[src/rtl/alu_65ce02_pkg.sv]
// Shared definitions for the byte-serial 65CE02-style ALU: op codes, FSM
// state encoding and small arithmetic helpers.
package alu_65ce02_pkg;

    localparam logic [3:0] OP_ADD  = 4'b0000;
    localparam logic [3:0] OP_SUB  = 4'b0001;
    localparam logic [3:0] OP_OR   = 4'b0010;
    localparam logic [3:0] OP_AND  = 4'b0011;
    localparam logic [3:0] OP_XOR  = 4'b0100;
    localparam logic [3:0] OP_PASS = 4'b0101;
    localparam logic [3:0] OP_ASL  = 4'b0110;
    localparam logic [3:0] OP_ROL  = 4'b0111;
    localparam logic [3:0] OP_LSR  = 4'b1000;
    localparam logic [3:0] OP_ROR  = 4'b1001;
    localparam logic [3:0] OP_INC  = 4'b1010;
    localparam logic [3:0] OP_DEC  = 4'b1011;

    typedef enum logic [1:0] {
        ST_IDLE = 2'b00,
        ST_RUN  = 2'b01,
        ST_DONE = 2'b10
    } state_e;

    // Decimal nibble add: returns {carry, adjusted nibble}.
    function automatic logic [4:0] bcd_nibble_add(input logic [3:0] a,
                                                  input logic [3:0] b,
                                                  input logic       c);
        logic [5:0] raw;
        logic [5:0] adj;
        raw = {2'b00, a} + {2'b00, b} + {5'b00000, c};
        if (raw > 6'd9) begin
            adj = raw + 6'd6;
        end else begin
            adj = raw;
        end
        return {(raw > 6'd9), adj[3:0]};
    endfunction

    // Chain bit loaded before the first byte; INC/DEC get their +1/-1 via the B byte.
    function automatic logic init_chain(input logic [3:0] op, input logic ci);
        case (op)
            OP_ASL, OP_LSR, OP_INC, OP_DEC: return 1'b0;
            default:                        return ci;
        endcase
    endfunction

endpackage

[src/rtl/alu_65ce02_byte_slice.sv]
// Combinational one-byte ALU slice; the top feeds it one byte per RUN cycle
// and registers the chain bit between bytes.
module alu_65ce02_byte_slice
    import alu_65ce02_pkg::*;
(
    input  logic [3:0] op,
    input  logic [7:0] a,
    input  logic [7:0] b,
    input  logic       chain_in,
    input  logic       bcd,
    output logic [7:0] y,
    output logic       chain_out,
    output logic       half_co
);

    logic [7:0] bop_s;
    logic [8:0] sum_s;
    logic [4:0] lo_s;
    logic [4:0] hi_s;

    // Byte result and outgoing chain bit for the selected operation
    always_comb begin
        bop_s = (op == OP_SUB) ? ~b : b;
        sum_s = {1'b0, a} + {1'b0, bop_s} + {8'h00, chain_in};
        lo_s  = bcd_nibble_add(a[3:0], b[3:0], chain_in);
        hi_s  = bcd_nibble_add(a[7:4], b[7:4], lo_s[4]);
        y         = a;
        chain_out = chain_in;
        half_co   = 1'b0;
        case (op)
            OP_ADD: begin
                if (bcd) begin
                    y         = {hi_s[3:0], lo_s[3:0]};
                    chain_out = hi_s[4];
                    half_co   = lo_s[4];
                end else begin
                    y         = sum_s[7:0];
                    chain_out = sum_s[8];
                    half_co   = a[4] ^ bop_s[4] ^ sum_s[4];
                end
            end
            OP_SUB, OP_INC, OP_DEC: begin
                y         = sum_s[7:0];
                chain_out = sum_s[8];
                half_co   = a[4] ^ bop_s[4] ^ sum_s[4];
            end
            OP_OR:  y = a | b;
            OP_AND: y = a & b;
            OP_XOR: y = a ^ b;
            OP_ASL, OP_ROL: begin
                y         = {a[6:0], chain_in};
                chain_out = a[7];
            end
            OP_LSR, OP_ROR: begin
                y         = {chain_in, a[7:1]};
                chain_out = a[0];
            end
            default: y = a;
        endcase
    end

endmodule

[src/rtl/alu_65ce02_wide.sv]
// Byte-serial WIDTH-bit 65CE02-style ALU: captures operands on start, runs
// one byte per RDY-high cycle, then publishes result and flags with done.
module alu_65ce02_wide
    import alu_65ce02_pkg::*;
#(
    parameter int WIDTH = 16
) (
    input  logic             clk,
    input  logic             reset,
    input  logic             RDY,
    input  logic             start,
    input  logic [3:0]       op,
    input  logic             BCD,
    input  logic             CI,
    input  logic [WIDTH-1:0] AI,
    input  logic [WIDTH-1:0] BI,
    output logic             busy,
    output logic             done,
    output logic [WIDTH-1:0] OUT,
    output logic             CO,
    output logic             V,
    output logic             Z,
    output logic             N
);

    localparam int BYTES = WIDTH / 8;
    localparam int IDXW  = (BYTES > 1) ? $clog2(BYTES) : 1;
    localparam logic [IDXW-1:0] LAST_IDX = IDXW'(BYTES - 1);

    state_e           state_q, state_d;
    logic [3:0]       op_q, op_d;
    logic             bcd_q, bcd_d, ci_q, ci_d, chain_q, chain_d, zacc_q, zacc_d;
    logic [WIDTH-1:0] a_q, a_d, b_q, b_d, shadow_q, shadow_d, out_q, out_d;
    logic [IDXW-1:0]  idx_q, idx_d;
    logic             co_q, co_d, v_q, v_d, z_q, z_d, n_q, n_d, busy_q, busy_d, done_q, done_d;

    logic             rev_s, bop_msb_s, sl_co_s, unused_half_co_s;
    logic [IDXW-1:0]  pos_s;
    logic [7:0]       sl_a_s, sl_b_s, sl_y_s;
    logic [WIDTH-1:0] res_full_s;

    alu_65ce02_byte_slice u_slice (
        .op        (op_q),
        .a         (sl_a_s),
        .b         (sl_b_s),
        .chain_in  (chain_q),
        .bcd       (bcd_q),
        .y         (sl_y_s),
        .chain_out (sl_co_s),
        .half_co   (unused_half_co_s)
    );

    // Byte position and slice operands; LSR/ROR walk from the top byte down
    always_comb begin
        rev_s = (op_q == OP_LSR) || (op_q == OP_ROR);
        if (rev_s) begin
            pos_s = LAST_IDX - idx_q;
        end else begin
            pos_s = idx_q;
        end
        sl_a_s = a_q[{pos_s, 3'b000} +: 8];
        case (op_q)
            OP_INC:  sl_b_s = (idx_q == {IDXW{1'b0}}) ? 8'h01 : 8'h00;
            OP_DEC:  sl_b_s = 8'hFF;
            default: sl_b_s = b_q[{pos_s, 3'b000} +: 8];
        endcase
        res_full_s = shadow_q;
        res_full_s[{pos_s, 3'b000} +: 8] = sl_y_s;
        bop_msb_s = (op_q == OP_SUB) ? ~b_q[WIDTH-1] : b_q[WIDTH-1];
    end

    // FSM next state, operand capture, per-byte accumulation and final flags
    always_comb begin
        state_d  = state_q;
        op_d     = op_q;
        bcd_d    = bcd_q;
        ci_d     = ci_q;
        a_d      = a_q;
        b_d      = b_q;
        chain_d  = chain_q;
        zacc_d   = zacc_q;
        shadow_d = shadow_q;
        idx_d    = idx_q;
        out_d    = out_q;
        co_d     = co_q;
        v_d      = v_q;
        z_d      = z_q;
        n_d      = n_q;
        busy_d   = busy_q;
        done_d   = done_q;
        if (RDY) begin
            case (state_q)
                ST_IDLE: begin
                    if (start) begin
                        op_d     = op;
                        bcd_d    = BCD;
                        ci_d     = CI;
                        a_d      = AI;
                        b_d      = BI;
                        chain_d  = init_chain(op, CI);
                        zacc_d   = 1'b1;
                        shadow_d = {WIDTH{1'b0}};
                        idx_d    = {IDXW{1'b0}};
                        busy_d   = 1'b1;
                        state_d  = ST_RUN;
                    end else begin
                        state_d = ST_IDLE;
                    end
                end
                ST_RUN: begin
                    shadow_d = res_full_s;
                    chain_d  = sl_co_s;
                    zacc_d   = zacc_q & (sl_y_s == 8'h00);
                    if (idx_q == LAST_IDX) begin
                        out_d   = res_full_s;
                        co_d    = sl_co_s;
                        z_d     = zacc_q & (sl_y_s == 8'h00);
                        n_d     = res_full_s[WIDTH-1];
                        v_d     = ((op_q == OP_ADD) || (op_q == OP_SUB)) ?
                                  (a_q[WIDTH-1] ^ bop_msb_s ^ sl_co_s ^ res_full_s[WIDTH-1]) : 1'b0;
                        busy_d  = 1'b0;
                        done_d  = 1'b1;
                        state_d = ST_DONE;
                    end else begin
                        idx_d = idx_q + {{(IDXW-1){1'b0}}, 1'b1};
                    end
                end
                ST_DONE: begin
                    done_d  = 1'b0;
                    state_d = ST_IDLE;
                end
                default: begin
                    busy_d  = 1'b0;
                    done_d  = 1'b0;
                    state_d = ST_IDLE;
                end
            endcase
        end else begin
            state_d = state_q;
        end
    end

    // State register with synchronous reset overriding the RDY stall
    always_ff @(posedge clk) begin
        if (reset) begin
            state_q  <= ST_IDLE;
            op_q     <= 4'h0;
            bcd_q    <= 1'b0;
            ci_q     <= 1'b0;
            a_q      <= {WIDTH{1'b0}};
            b_q      <= {WIDTH{1'b0}};
            chain_q  <= 1'b0;
            zacc_q   <= 1'b1;
            shadow_q <= {WIDTH{1'b0}};
            idx_q    <= {IDXW{1'b0}};
            out_q    <= {WIDTH{1'b0}};
            co_q     <= 1'b0;
            v_q      <= 1'b0;
            z_q      <= 1'b1;
            n_q      <= 1'b0;
            busy_q   <= 1'b0;
            done_q   <= 1'b0;
        end else begin
            state_q  <= state_d;
            op_q     <= op_d;
            bcd_q    <= bcd_d;
            ci_q     <= ci_d;
            a_q      <= a_d;
            b_q      <= b_d;
            chain_q  <= chain_d;
            zacc_q   <= zacc_d;
            shadow_q <= shadow_d;
            idx_q    <= idx_d;
            out_q    <= out_d;
            co_q     <= co_d;
            v_q      <= v_d;
            z_q      <= z_d;
            n_q      <= n_d;
            busy_q   <= busy_d;
            done_q   <= done_d;
        end
    end

    assign busy = busy_q;
    assign done = done_q;
    assign OUT  = out_q;
    assign CO   = co_q;
    assign V    = v_q;
    assign Z    = z_q;
    assign N    = n_q;

endmodule

[config.mk]
export PLATFORM = sky130hd
export DESIGN_NAME = alu_65ce02_wide
export DESIGN_NICKNAME = d
export VERILOG_FILES = /design/src/rtl/alu_65ce02_pkg.sv /design/src/rtl/alu_65ce02_byte_slice.sv /design/src/rtl/alu_65ce02_wide.sv
export SDC_FILE = /design/constraint.sdc
export NUM_CORES = 1
export LEC_CHECK = 0
export ABC_AREA = 1
export CORE_ASPECT_RATIO = 1.75
export CORE_MARGIN = 4
export CORE_UTILIZATION = 61
export CTS_CLUSTER_DIAMETER = 50
export DETAILED_ROUTE_END_ITERATION = 7
export PLACE_DENSITY = 0.82
export SETUP_SLACK_MARGIN = 0.2
export SLEW_MARGIN = 20
export SYNTH_ARGS = -nofsm -noshare
export SYNTH_HDL_FRONTEND = slang
export SYNTH_SLANG_ARGS = --single-unit
[constraint.sdc]
create_clock -name clk -period 10.9 [get_ports clk]
set_input_delay 2.18 -clock clk [delete_from_list [all_inputs] [get_ports clk]]
set_output_delay 2.18 -clock clk [all_outputs]
set_load 0.02 [all_outputs]
==> flow_summary.yaml <==
worst_setup_path:
  crit_top_cell: "nand2_1"
  cp-end-kind: "flop"
  path_max_fanout: 28
  worstSetupPathType: "flop to flop"
  worstPathRequired_ns: 11.15
  arrival_ns: 5.98
  critPathSlowestCell: "fa_1"
  cp_slowest_stage_delay_ns: 0.45
  critPathLaunchType: "flop"
place:
  dpl_cell_area_mm2: 0.00586
  gp_congestion: 0.968
  io_buffers: 63
  dp_hpwl_um: 13500
  pre_cts_slack_ns: 5.39
  placedCellCount: 961
yosys:
  synth_warnings: 0
  synth_largest_area_cell: "dfxtp_1"
  synth.top_cell.area_share_pct: 30.4
  netlist_instances: 812
  ys_types: 37
  synth_area_mm2: 0.00520
  ys_seq_area_share_pct: 30.4
  synthTopCellsByArea: "dfxtp_1 (30%), nand2_1 (15%), nand3_1 (7.8%), a21oi_1 (7.6%), nor2_1 (7.1%)"
  synth_fp_nets: 885
  syn_avg_cell_area_um2: 6.41
  synth-seq-cells: 79
clocking:
  clkLatencyLatePin_ns: 0.34
  cts_setup_buffers: 0
  cts.htree.levels: 3
  cts_tree: "done"
  cts_resized: 0
  cts_buffers: 9
  ctsRootBufferMaster: "clkbuf_16"
  cts.sinks: 79
  clk_path_buf_depth: 2
  cts_hold_buf: 0
  clkTransAtPathRegs_ns: 0.06
sta:
  max_freq_ghz: 0.175
  fin_skew_ns: 0.0102
  slew_headroom_pct: 25.0
  min_period_over_period_pct: 52.5
  whs_ns: 0.462
  rsz0062_at_grt: "false"
  setup-tns-final_ns: 0
  final_max_slew_viol_count: 0
  min_period_ns: 5.73
  worst_pin_slew_ns: 1.12
  setup_viol: 0
  hold_violations: 0
  fin_ws_ns: 5.17
drt:
  wl_met2_um: 9830
  wl_met3_um: 1390
  drc_errors: 0
  ant_nets: 0
  highest-signal-layer: "met4"
  drtIter0Drc: 578
  met1Wirelength_um: 6450
  drt-total-wl_um: 19300
  avgViaCountPerCell: 6.11
  vias: 5962
  first_pass_iters: 6
  routedWlPerCell_um: 19.8
layout:
  fin_cells: 976
  drive_above_1_share_pct: 5.23
  fillers: 612
  syn_to_final_growth_pct: 18.9
  fin_nets: 930
  final_cell_mix: "nand2_1 (205), nor2_1 (97), inv_1 (81), nand3_1 (81)"
  final_common_cell: "nand2_1"
  antenna_cells: 0
  final_area_mm2: 0.00619
  fin_util_pct: 74.4
min_path:
  hold_class: "flop to flop"
global_route:
  grt_max_degree: 44
  grt_usage_pct: 38.7
  antenna_found_initial: 0
  overflow: 0
  grt_pass1_wl_um: 30200
  grt_pass1_vias: 5817
die:
  initial_core_util_pct: 62.6
  fp.dieH_um: 130
  ios: 64
  fp.dieW_um: 77.8
  die-area_mm2: 0.0101
  core.rowCount: 44
  coreArea_mm2: 0.00831
power_and_ir_drop:
  power.total_mw: 1.01
  leakagePower_nw: 2.85
  peakVddDrop_mv: 0.147
  power-per-cell-area_mw_per_mm2: 162
status:
  outcome: "complete, no violations"
flow_run:
  drv_cap: 0
==> routing by layer <==
layer | global-route usage, % | vias to the layer above
met1 | 39.2 | 2693
met5 | 0 | -
met2 | 71.1 | 429
met3 | 6.49 | 130
met4 | 27.7 | 0
li1 | - | 2710
==> cells in the mapped netlist <==
library cell  count
nand2_1         205
nor2_1           98
inv_1            81
nand3_1          81
a21oi_1          79
dfxtp_1          79
o21ai_0          53
ha_1             25
clkbuf_1         23
or2_2             9
nand3b_1          7
xor2_1            7
fa_1              6
nand4_1           6
inv_2             5
o21ai_1           5
buf_4             4
nand2_4           4
o21a_1            4
and2_1            3
nand2_2           3
nor3_1            3
xnor2_1           3
buf_1             2
buf_2             2
clkinv_1          2
nand3_4           2
o211ai_1          2
buf_6             1
nor2_2            1
nor2_4            1
nor2_8            1
nor4_1            1
o2111ai_1         1
o221ai_1          1
o22ai_1           1
or2_1             1
==> sequential cells by signal, indices dropped and copies added (netlist names) <==
signal / cells
state_q: 2
done: 1
bcd_q: 1
zacc_q: 1
a_q: 16
idx_q: 1
CO: 1
Z: 1
busy: 1
V: 1
shadow_q: 16
OUT: 16
chain_q: 1
b_q: 16
op_q: 4
==> power breakdown <==
part	total, mW	internal, mW	leakage (nW)	switching, mW
Clock	0.335	0.213	0.162	0.122
Sequential	0.318	0.305	0.644	0.0130
Combinational	0.353	0.115	2.04	0.238
Total	1.01	0.633	2.85	0.372
==> cell families after synthesis <==
| logic type | count (synthesis) | synth area share (%) |
|---|---|---|
| AOI/OAI and AO/OA | 146 | 14.5 |
| DFF | 79 | 30.4 |
| buffers and inverters | 120 | 9.14 |
| and+or+nand+nor | 426 | 36.0 |
| xor gates and xnor gates | 10 | 1.68 |
| adders and majority gates | 31 | 8.32 |
==> critical path, delay by kind of cell, from the launching register on <==
kind	cells	cell delay, ns
simple gates	18	2.65
fa+ha+maj	4	1.53
xor+xnor	2	0.53
flops	1	0.42
buf+inv	3	0.31
compound gates	1	0.20
==> area by class of cell <==
| class | instances | area (µm²) | area share [%] |
|---|---|---|---|
| clock inverters | 4 | 77.6 | 1.25 |
| repair buffers | 66 | 653 | 10.6 |
| inverters | 88 | 330 | 5.34 |
| well taps | 115 | 144 | 2.33 |
| flip-flops and latches | 79 | 1580 | 25.6 |
| clock buffers | 11 | 253 | 4.08 |
| multi-input cells | 613 | 3150 | 50.9 |
==> final timing paths <==
kind / start / to / slack, ns / cells past startpoint
worst min register to register: a_q[1] / a_q[1] / 0.46 / 2
worst max register to register: op_q[2] / V / 5.17 / 28
worst max-delay path: op_q[2] / V / 5.17 / 28
worst min-delay path: a_q[1] / a_q[1] / 0.46 / 2
(Power assumes the default switching activity.)
